--- src/rtl/vga_plot_arbiter_pkg.sv ---
// Shared screen geometry, arbiter state encodings and owner encoding for the VGA plot path.
package vga_plot_arbiter_pkg;

  localparam int X_MAX_DEF = 160;
  localparam int Y_MAX_DEF = 120;
  localparam int XW_DEF    = 8;
  localparam int YW_DEF    = 7;
  localparam int CW_DEF    = 3;

  typedef enum logic [1:0] {
    ARB         = 2'd0,
    HOLD_GAME   = 2'd1,
    HOLD_SPLASH = 2'd2
  } arb_state_t;

  typedef enum logic {
    OWN_GAME   = 1'b0,
    OWN_SPLASH = 1'b1
  } owner_t;

  function automatic logic [7:0] sat_inc8(input logic [7:0] v);
    return (v == 8'hFF) ? v : v + 8'd1;
  endfunction

endpackage

--- src/rtl/vga_plot_arbiter_out_stage.sv ---
// One-entry registered pixel stage toward the VGA adapter, with off-screen clipping.
// Clipped beats are consumed and only counted (saturating at 255).
module plot_out_stage
  import vga_plot_arbiter_pkg::*;
#(
  parameter int X_MAX = X_MAX_DEF,
  parameter int Y_MAX = Y_MAX_DEF,
  parameter int XW    = XW_DEF,
  parameter int YW    = YW_DEF,
  parameter int CW    = CW_DEF
) (
  input  logic          clk,
  input  logic          reset_n,
  input  logic          in_valid,
  input  logic [XW-1:0] in_x,
  input  logic [YW-1:0] in_y,
  input  logic [CW-1:0] in_colour,
  output logic          in_ready,
  output logic          out_plot,
  output logic [XW-1:0] out_x,
  output logic [YW-1:0] out_y,
  output logic [CW-1:0] out_colour,
  input  logic          out_ready,
  output logic [7:0]    clip_count
);

  localparam logic [XW:0] X_LIM = (XW + 1)'(X_MAX);
  localparam logic [YW:0] Y_LIM = (YW + 1)'(Y_MAX);

  logic take;
  logic in_range;

  assign in_ready = !out_plot || out_ready;
  assign take     = in_valid && in_ready;
  assign in_range = ({1'b0, in_x} < X_LIM) && ({1'b0, in_y} < Y_LIM);

  always_ff @(posedge clk or negedge reset_n) begin
    if (!reset_n) begin
      out_plot   <= 1'b0;
      out_x      <= '0;
      out_y      <= '0;
      out_colour <= '0;
      clip_count <= 8'd0;
    end else if (take) begin
      // A clipped beat leaves the stage empty: it was free, so any old pixel drains now.
      if (in_range) begin
        out_plot   <= 1'b1;
        out_x      <= in_x;
        out_y      <= in_y;
        out_colour <= in_colour;
      end else begin
        out_plot   <= 1'b0;
        clip_count <= sat_inc8(clip_count);
      end
    end else if (out_ready) begin
      out_plot <= 1'b0;
    end
  end

endmodule

--- src/rtl/vga_plot_arbiter.sv ---
// Round-robin arbiter with burst locking sharing the VGA pixel-write port between game and splash.
// Grants are combinational from registered state; the pixel reaches the adapter one cycle after acceptance.
module vga_plot_arbiter
  import vga_plot_arbiter_pkg::*;
#(
  parameter int X_MAX = X_MAX_DEF,
  parameter int Y_MAX = Y_MAX_DEF,
  parameter int XW    = XW_DEF,
  parameter int YW    = YW_DEF,
  parameter int CW    = CW_DEF
) (
  input  logic          clk,
  input  logic          reset_n,
  input  logic          game_valid,
  input  logic          game_lock,
  input  logic [XW-1:0] game_x,
  input  logic [YW-1:0] game_y,
  input  logic [CW-1:0] game_colour,
  output logic          game_ready,
  input  logic          spl_valid,
  input  logic          spl_lock,
  input  logic [XW-1:0] spl_x,
  input  logic [YW-1:0] spl_y,
  input  logic [CW-1:0] spl_colour,
  output logic          spl_ready,
  output logic          out_plot,
  output logic [XW-1:0] out_x,
  output logic [YW-1:0] out_y,
  output logic [CW-1:0] out_colour,
  input  logic          out_ready,
  output logic [7:0]    clip_count,
  output logic          owner
);

  arb_state_t state_q, state_d;
  owner_t     rr_last_q, rr_last_d;
  owner_t     owner_q, grant;
  logic       grant_vld;
  logic       stage_free;
  logic       beat_vld;
  logic [XW-1:0] beat_x;
  logic [YW-1:0] beat_y;
  logic [CW-1:0] beat_colour;

  always_comb begin
    grant_vld   = 1'b0;
    grant       = owner_q;
    state_d     = state_q;
    rr_last_d   = rr_last_q;
    game_ready  = 1'b0;
    spl_ready   = 1'b0;
    beat_vld    = 1'b0;
    beat_x      = game_x;
    beat_y      = game_y;
    beat_colour = game_colour;

    unique case (state_q)
      ARB: begin
        if (game_valid && spl_valid) begin
          grant_vld = 1'b1;
          grant     = (rr_last_q == OWN_SPLASH) ? OWN_GAME : OWN_SPLASH;
        end else if (game_valid) begin
          grant_vld = 1'b1;
          grant     = OWN_GAME;
        end else if (spl_valid) begin
          grant_vld = 1'b1;
          grant     = OWN_SPLASH;
        end
      end
      HOLD_GAME: begin
        grant_vld = 1'b1;
        grant     = OWN_GAME;
      end
      HOLD_SPLASH: begin
        grant_vld = 1'b1;
        grant     = OWN_SPLASH;
      end
      default: ;
    endcase

    // Keep handshakes quiet while reset is asserted, whatever the requesters drive.
    if (!reset_n) begin
      grant_vld = 1'b0;
      grant     = owner_q;
    end

    game_ready = grant_vld && (grant == OWN_GAME)   && game_valid && stage_free;
    spl_ready  = grant_vld && (grant == OWN_SPLASH) && spl_valid  && stage_free;
    beat_vld   = game_ready || spl_ready;

    if (spl_ready) begin
      beat_x      = spl_x;
      beat_y      = spl_y;
      beat_colour = spl_colour;
    end

    if (beat_vld) rr_last_d = grant;

    unique case (state_q)
      ARB: begin
        if (game_ready && game_lock)     state_d = HOLD_GAME;
        else if (spl_ready && spl_lock)  state_d = HOLD_SPLASH;
      end
      HOLD_GAME:   if (!game_lock) state_d = ARB;
      HOLD_SPLASH: if (!spl_lock)  state_d = ARB;
      default:     state_d = ARB;
    endcase
  end

  always_ff @(posedge clk or negedge reset_n) begin
    if (!reset_n) begin
      state_q   <= ARB;
      rr_last_q <= OWN_SPLASH;
      owner_q   <= OWN_GAME;
    end else begin
      state_q   <= state_d;
      rr_last_q <= rr_last_d;
      owner_q   <= grant;
    end
  end

  assign owner = grant;

  plot_out_stage #(
    .X_MAX(X_MAX), .Y_MAX(Y_MAX), .XW(XW), .YW(YW), .CW(CW)
  ) u_stage (
    .clk        (clk),
    .reset_n    (reset_n),
    .in_valid   (beat_vld),
    .in_x       (beat_x),
    .in_y       (beat_y),
    .in_colour  (beat_colour),
    .in_ready   (stage_free),
    .out_plot   (out_plot),
    .out_x      (out_x),
    .out_y      (out_y),
    .out_colour (out_colour),
    .out_ready  (out_ready),
    .clip_count (clip_count)
  );

endmodule
--- config.mk ---
export PLATFORM = sky130hd
export DESIGN_NAME = vga_plot_arbiter
export DESIGN_NICKNAME = d
export VERILOG_FILES = /design/src/rtl/vga_plot_arbiter_pkg.sv /design/src/rtl/vga_plot_arbiter_out_stage.sv /design/src/rtl/vga_plot_arbiter.sv
export SDC_FILE = /design/constraint.sdc
export NUM_CORES = 1
export LEC_CHECK = 0
export CAP_MARGIN = 30
export CORE_MARGIN = 2
export CORE_UTILIZATION = 37
export CTS_CLUSTER_DIAMETER = 40
export DETAILED_ROUTE_END_ITERATION = 16
export PLACE_DENSITY = 0.79
export SLEW_MARGIN = 20
export SYNTH_ARGS = -nofsm -noshare
export SYNTH_HDL_FRONTEND = slang
export SYNTH_SLANG_ARGS = --single-unit
--- constraint.sdc ---
create_clock -name clk -period 2.1 [get_ports clk]
set_input_delay 0.21 -clock clk [delete_from_list [all_inputs] [get_ports clk]]
set_output_delay 0.21 -clock clk [all_outputs]
set_load 0.01 [all_outputs]
After elaboration in Yosys (flattened, before gate mapping):

Cells that the tools add are included.

* bits of input ports: 43
* register bits: 31
* output and inout bits: 30
* logic and storage cells: 62

* magnitude comparators: 2
* reduce and logical (&&, ||, !) cells: 20
* add/sub/neg operators: 1
* equality and inequality tests: 6
* muxes and demuxes: 22
* bitwise gates (word level): 3

Operators by type and width (number)
* two-way mux 1 bit: 12
* logical AND 1 bit: 11
* adder 8 x 1 -> 8 bit (second input constant): 1
* == test 8 bit (second input constant): 1
* < comparator 8 bit (second input constant): 1
* two-way mux 2 bit: 4
* two-way mux 8 bit: 1
* < comparator 7 bit (second input constant): 1
* two-way mux 7 bit: 1
* case mux 2 bit (3 select lines): 1
* AND reduction 3 bit: 2
* inequality test 2 bit (second input constant): 2
* two-way mux 3 bit: 1
* inequality test 3 bit (second input constant): 1
* inverter 1 bit: 3
* case mux 1 bit (3 select lines): 1
* == test 2 x 1 -> 1 bit (second input constant): 1
* == test 2 bit (second input constant): 1
* zero test 2 bit: 1
* logical OR 1 bit: 2
* case mux 1 bit (2 select lines): 1
* AND reduction 2 bit: 1
* nonzero test 2 bit: 1
* OR reduction 2 bit: 1
* zero test 1 bit: 1

Logic depth before layout (Yosys ltp):

* word-level depth: 13
* gate-level depth with buffers: 9
* mapped depth without buffers: 9

By module:

From an unflattened synthesis, not the netlist that was laid out.

* cells, all modules: 137
* area, all modules: 1669.1 um^2

Modules (own cells, without submodules)
* plot_out_stage: area an instance 1127.3 um^2, instances 1, cells each 80, seq. area each 675.6 um^2
* vga_plot_arbiter: area an instance 541.8 um^2, instances 1, cells each 57, seq. area each 101.3 um^2

Worst setup path after synthesis:

Ideal clock, no wire load.

* path kind: flip-flop to flip-flop
* from: register state_q[0]
* to: register u_stage.clip_count[1]
* buffers on the path: 0
* slack: 151 ps
* arrival time: 1824 ps
* setup time: 125 ps
* data required time: 1975 ps
* clock period less this slack: 1949 ps
* cell stages (with the launch flop): 7
* path through: dfrtp_1 > ha_1 > nand2b_4 > a311oi_2 > nand4_1 > a21oi_2 > mux2_2

* longest elaborated chain between the ends: 12
* elaborated cells on any way between the ends: 24
* those cells by class: order compare (2); eq/ne (2); mux (6); bitwise (2); reduce/logical (12)

Ends and longest elaborated chain
* start: declaration: line vga_plot_arbiter.sv:35 `arb_state_t state_q, state_d;`
* start signal: assignment: line vga_plot_arbiter.sv:116 `state_q <= state_d;`
* == test 2 bit / == test 2 x 1 -> 1 bit (equally long branches): line vga_plot_arbiter.sv:57 `unique case (state_q)`
* OR reduction 2 bit (no line)
* case mux 1 bit (2 select lines): line vga_plot_arbiter.sv:57
* two-way mux 1 bit: line vga_plot_arbiter.sv:82 `if (!reset_n) begin`
* logical AND 1 bit (3 in a row): line vga_plot_arbiter.sv:88 `spl_ready = grant_vld && (grant == OWN_SPLASH) && spl_valid && stage_free;`
* two-way mux 8 bit / two-way mux 7 bit (equally long branches): line vga_plot_arbiter.sv:91 `if (spl_ready) begin`
* < comparator 8 bit / < comparator 7 bit (equally long branches): line vga_plot_arbiter_out_stage.sv:35 `assign in_range = ({1'b0, in_x} < X_LIM) && ({1'b0, in_y} < Y_LIM);`
* logical AND 1 bit: line vga_plot_arbiter_out_stage.sv:35
* inverter 1 bit (no line)
* AND reduction 3 bit (no line) (*)
* end signal: assignment: line vga_plot_arbiter_out_stage.sv:53 `clip_count <= sat_inc8(clip_count);`
* end: declaration: line vga_plot_arbiter_out_stage.sv:24 `output logic [7:0] clip_count`

Every way passes the cells marked *; elsewhere a longest branch is shown, timed or not.
A chain may end at the register's enable or synchronous reset.

Final worst setup path:

* from: register state_q[0]
* to: register u_stage.out_x[2]

* longest elaborated chain between the ends: 11
* elaborated cells on any way between the ends: 23
* those cells by class: order compare (2); eq/ne (2); mux (6); bitwise (1); reduce/logical (12)

Ends and longest elaborated chain
* == test 2 bit / == test 2 x 1 -> 1 bit (equally long branches): line vga_plot_arbiter.sv:57
* OR reduction 2 bit (no line)
* case mux 1 bit (2 select lines): line vga_plot_arbiter.sv:57
* two-way mux 1 bit: line vga_plot_arbiter.sv:82
* logical AND 1 bit (3 in a row): line vga_plot_arbiter.sv:88
* two-way mux 8 bit / two-way mux 7 bit (equally long branches): line vga_plot_arbiter.sv:91
* < comparator 8 bit / < comparator 7 bit (equally long branches): line vga_plot_arbiter_out_stage.sv:35
* logical AND 1 bit: line vga_plot_arbiter_out_stage.sv:35
* AND reduction 2 bit (no line)
* end signal: assignment: line vga_plot_arbiter_out_stage.sv:48 `out_x <= in_x;`
* end: declaration: line vga_plot_arbiter_out_stage.sv:20 `output logic [XW-1:0] out_x,`

Parallel ways exist; a longest one is shown, timed or not.

==> metrics.csv <==
stage,metric,value,unit
status,status,"complete, but fails checks",
status,failed_checks,negative hold slack,
grt,grt-ovfl-total,0,
placement,place_inst,285,
timing,worst_slew_pin_slew,0.3926,ns
logic_synthesis,ys_warn_count,0,
cells_and_area,layout-drive-gt1-share,0.1579,
grt,grt_pass1_vias,1490,
timing,final.period_utilization,0.9812,
die,die_area,0.004950,mm²
logic_synthesis,ys_ff_latch,31,
pwr,irDropWorstVdd,0.0006315,V
die,coreArea,0.004294,mm²
placement,dpl.hpwl,2993,µm
routing,drt-total-wl,4198,µm
routing,first_pass_iters,4,
die,start_util,0.3794,
worst_setup_path,path_max_fanout,18,
logic_synthesis,syn-cell-area,0.001629,mm²
pwr,total_power,0.003116,W
pwr,switching_share,0.3555,
worst_setup_path,reg2reg_from,state_q[0],
placement,post-place-ws,-0.02948,ns
cells_and_area,stdcell_count,299,
timing,slew_headroom,0.7383,
worst_setup_path,arrival,2.22,ns
pwr,p_int,0.002009,W
clock_network,h-tree-depth,2,
clock_network,cts_sinks,31,
cells_and_area,fin_util,0.6189,
logic_synthesis,synth_edf_count,0,
clock_network,worstSkewPairLatency,0.28,ns
grt,grt_pass1_wl,6603,µm
pwr,p_leak,1.086,nW
timing,setup_violations,0,
grt,antenna_found_initial,0,
logic_synthesis,synthesis.nets,206,
grt,grt_max_degree,37,
die,die_h,70.36,µm
pwr,comb_power_share,0.529,
worst_setup_path,crit_path_end_kind,flop,
routing,vias,1475,
pwr,power.density,1173,mW/mm²
clock_network,clk_pin_slew,0.07,ns
routing,wl_per_cell,14.04,µm
logic_synthesis,netlist_instances,158,
worst_setup_path,reg2reg_to,u_stage.out_x[2],
cells_and_area,seq_area,777.0,µm²
worst_setup_path,critPathKind,flop to flop,
job,cap_violations,0,
placement,port_buffers,72,
cells_and_area,areaGrowthSynthToFinish,63.13,%
routing,drtIter0Drc,70,
timing,grt_setup_unrepaired,yes,
worst_setup_path,rrSetupSlack,0.04,ns
logic_synthesis,ys_seq_area_frac,0.4770,
worst_hold_path,hold_class,input port to asynchronous set/reset pin,
worst_setup_path,crit_required,2.26,ns
routing,viasPerCell,4.933,
worst_setup_path,reg2reg_depth,10,
cells_and_area,final_common_cell,clkdlybuf4s50_1,
die,ios,73,
pwr,clkPwrFrac,0.142,
timing,drv_slew,0,
clock_network,clockRootBuffer,clkbuf_8,
grt,track_usage,0.1687,
clock_network,postCtsHoldBufs,0,
routing,drc,0,
cells_and_area,layout_common_cells,"68 x clkdlybuf4s50_1, 30 x dfrtp_1, 25 x nor2_1",
timing,hold_viol_final,13,
clock_network,cts_buffers,5,
worst_setup_path,cp-start-kind,flop,
cells_and_area,n_antenna_cell,0,
placement,gp_congestion,0.7703,
die,core.rowCount,24,
cells_and_area,multi_input_area,829.5,µm²
timing,fin_worst_skew,0.006578,ns
die,die_x,70.36,µm
cells_and_area,fillers,375,
logic_synthesis,ys_types,32,
logic_synthesis,synthFlopType,dfrtp_1,
cells_and_area,layout.nets,294,
logic_synthesis,async_flop_share,1.000,
routing,postRouteAntennaNets,0,
clock_network,cts_tree,built,
timing,hold_slack,-0.009016,ns
timing,max_freq,485.3,MHz
logic_synthesis,synth.avg_cell_area,10.31,µm²
clock_network,max-clock-path-buffers,2,
timing,fin_crit,2.060,ns
pwr,switchingPower,0.001108,W
timing,timing.final.ws_setup,0.03953,ns
pwr,pwr-share-seq,0.330,
-- timing repair --
action / 4_1_cts / 5_1_grt
pin swaps: 2 / 4
setup endpoints to repair: 7 / 28
buffers inserted: 2 / 1
cloned: 0 / 3
resized for setup: 13 / 7
-- flip-flops by register name, summed over array words and instances, names as in the netlist --
| signal | flops |
|---|---|
| u_stage.out_colour | 3 |
| u_stage.out_plot | 1 |
| rr_last_q | 1 |
| owner_q | 1 |
| u_stage.out_x | 8 |
| state_q | 2 |
| u_stage.out_y | 7 |
| u_stage.clip_count | 8 |
-- cells by family (layout without fill, tap and decap cells) --
| kind of cell | count (synthesis) | in the layout | synth area share |
|---|---|---|---|
| and+or+nand+nor | 54 | 54 | 0.1590 |
| AOI/OAI and AO/OA | 31 | 31 | 0.1290 |
| DFF | 31 | 31 | 0.4770 |
| muxes | 20 | 20 | 0.1237 |
| buffers and inverters | 11 | 100 | 0.04070 |
| xor gates and xnor gates | 6 | 6 | 0.03226 |
| adders and majority gates | 5 | 5 | 0.03840 |
-- critical path: stages (launching register included) --
cell and delay (ns):
dfrtp_1 0.42, ha_2 0.19, nand2b_4 0.16, nor3_4 0.24, buf_6 0.14, nand3_1 0.09, buf_4 0.16, o32ai_4 0.11
buf_12 0.17, clkbuf_16 0.17, a21oi_1 0.08
-- stage by stage --
step	setup TNS [ns]	cell area, µm²	hold WS, ns
2_1_floorplan	0	1629	-0.08559
3_3_place_gp	0	2442	0.3040
5_1_grt	-1.073	2658	0.02351
3_5_place_dp	-0.04502	2442	0.3094
4_1_cts	0	2572	0.008304
6_report	0	2658	-0.009016
-- worst max-delay path by stage --
stage | startpoint | end | slack (ns) | cells past startpoint
global route | state_q[0] | u_stage.out_y[3] | -0.09 | 11
CTS | state_q[0] | owner | 0.002 | 6
global placement | state_q[0] | game_ready | 0.03 | 6
detailed placement | state_q[0] | spl_ready | -0.03 | 6
floorplan | state_q[0] | u_stage.clip_count[1] | 0.15 | 6
finish | state_q[0] | u_stage.out_x[2] | 0.04 | 10
-- layer usage --
metal / vias to the layer above / GRT usage / part of all wire
met5: - / 0 / 0
met4: 0 / 0.05983 / 0.015
met3: 7 / 0.06061 / 0.064
met2: 45 / 0.2809 / 0.50
met1: 691 / 0.1998 / 0.42
li1: 732 / - / -
-- cells in the mapped netlist (2+ instances only) --
master    n  area share
nand4_1   7       0.027
dfrtp_1  30        0.46
xnor2_1   5       0.027
nor2_1   26       0.060
o21ai_0   2      0.0061
buf_6     2       0.014
buf_4     2      0.0092
mux2i_1  19        0.12
ha_1      5       0.038
nand2_1  11       0.025
a21oi_1  19       0.058
inv_1     5       0.012
buf_2     2      0.0061
nand3_1   2      0.0061
a211o_1   2       0.011
and3_1    3       0.012
-- power by group through the flow --
| stage | Clock, W | Combinational [W] | Sequential, W |
|---|---|---|---|
| 2_1_floorplan | 0 | 0.000649 | 0.00112 |
| 3_3_place_gp | 0 | 0.00144 | 0.00103 |
| 3_5_place_dp | 0 | 0.00148 | 0.00104 |
| 4_1_cts | 0.000454 | 0.00157 | 0.00103 |
| 5_1_grt | 0.000485 | 0.00179 | 0.00106 |
| 6_report | 0.000442 | 0.00165 | 0.00103 |
-- area by class of cell --
| cell class | instances | area share |
|---|---|---|
| flip-flops and latches | 31 | 0.2924 |
| multi-input cells | 116 | 0.3121 |
| well taps | 52 | 0.02448 |
| clock buffers | 7 | 0.02872 |
| repair buffers | 87 | 0.3333 |
| inverters | 5 | 0.007062 |
| clock inverters | 1 | 0.001883 |
No activity file was read; power rests on OpenSTA's default activity.
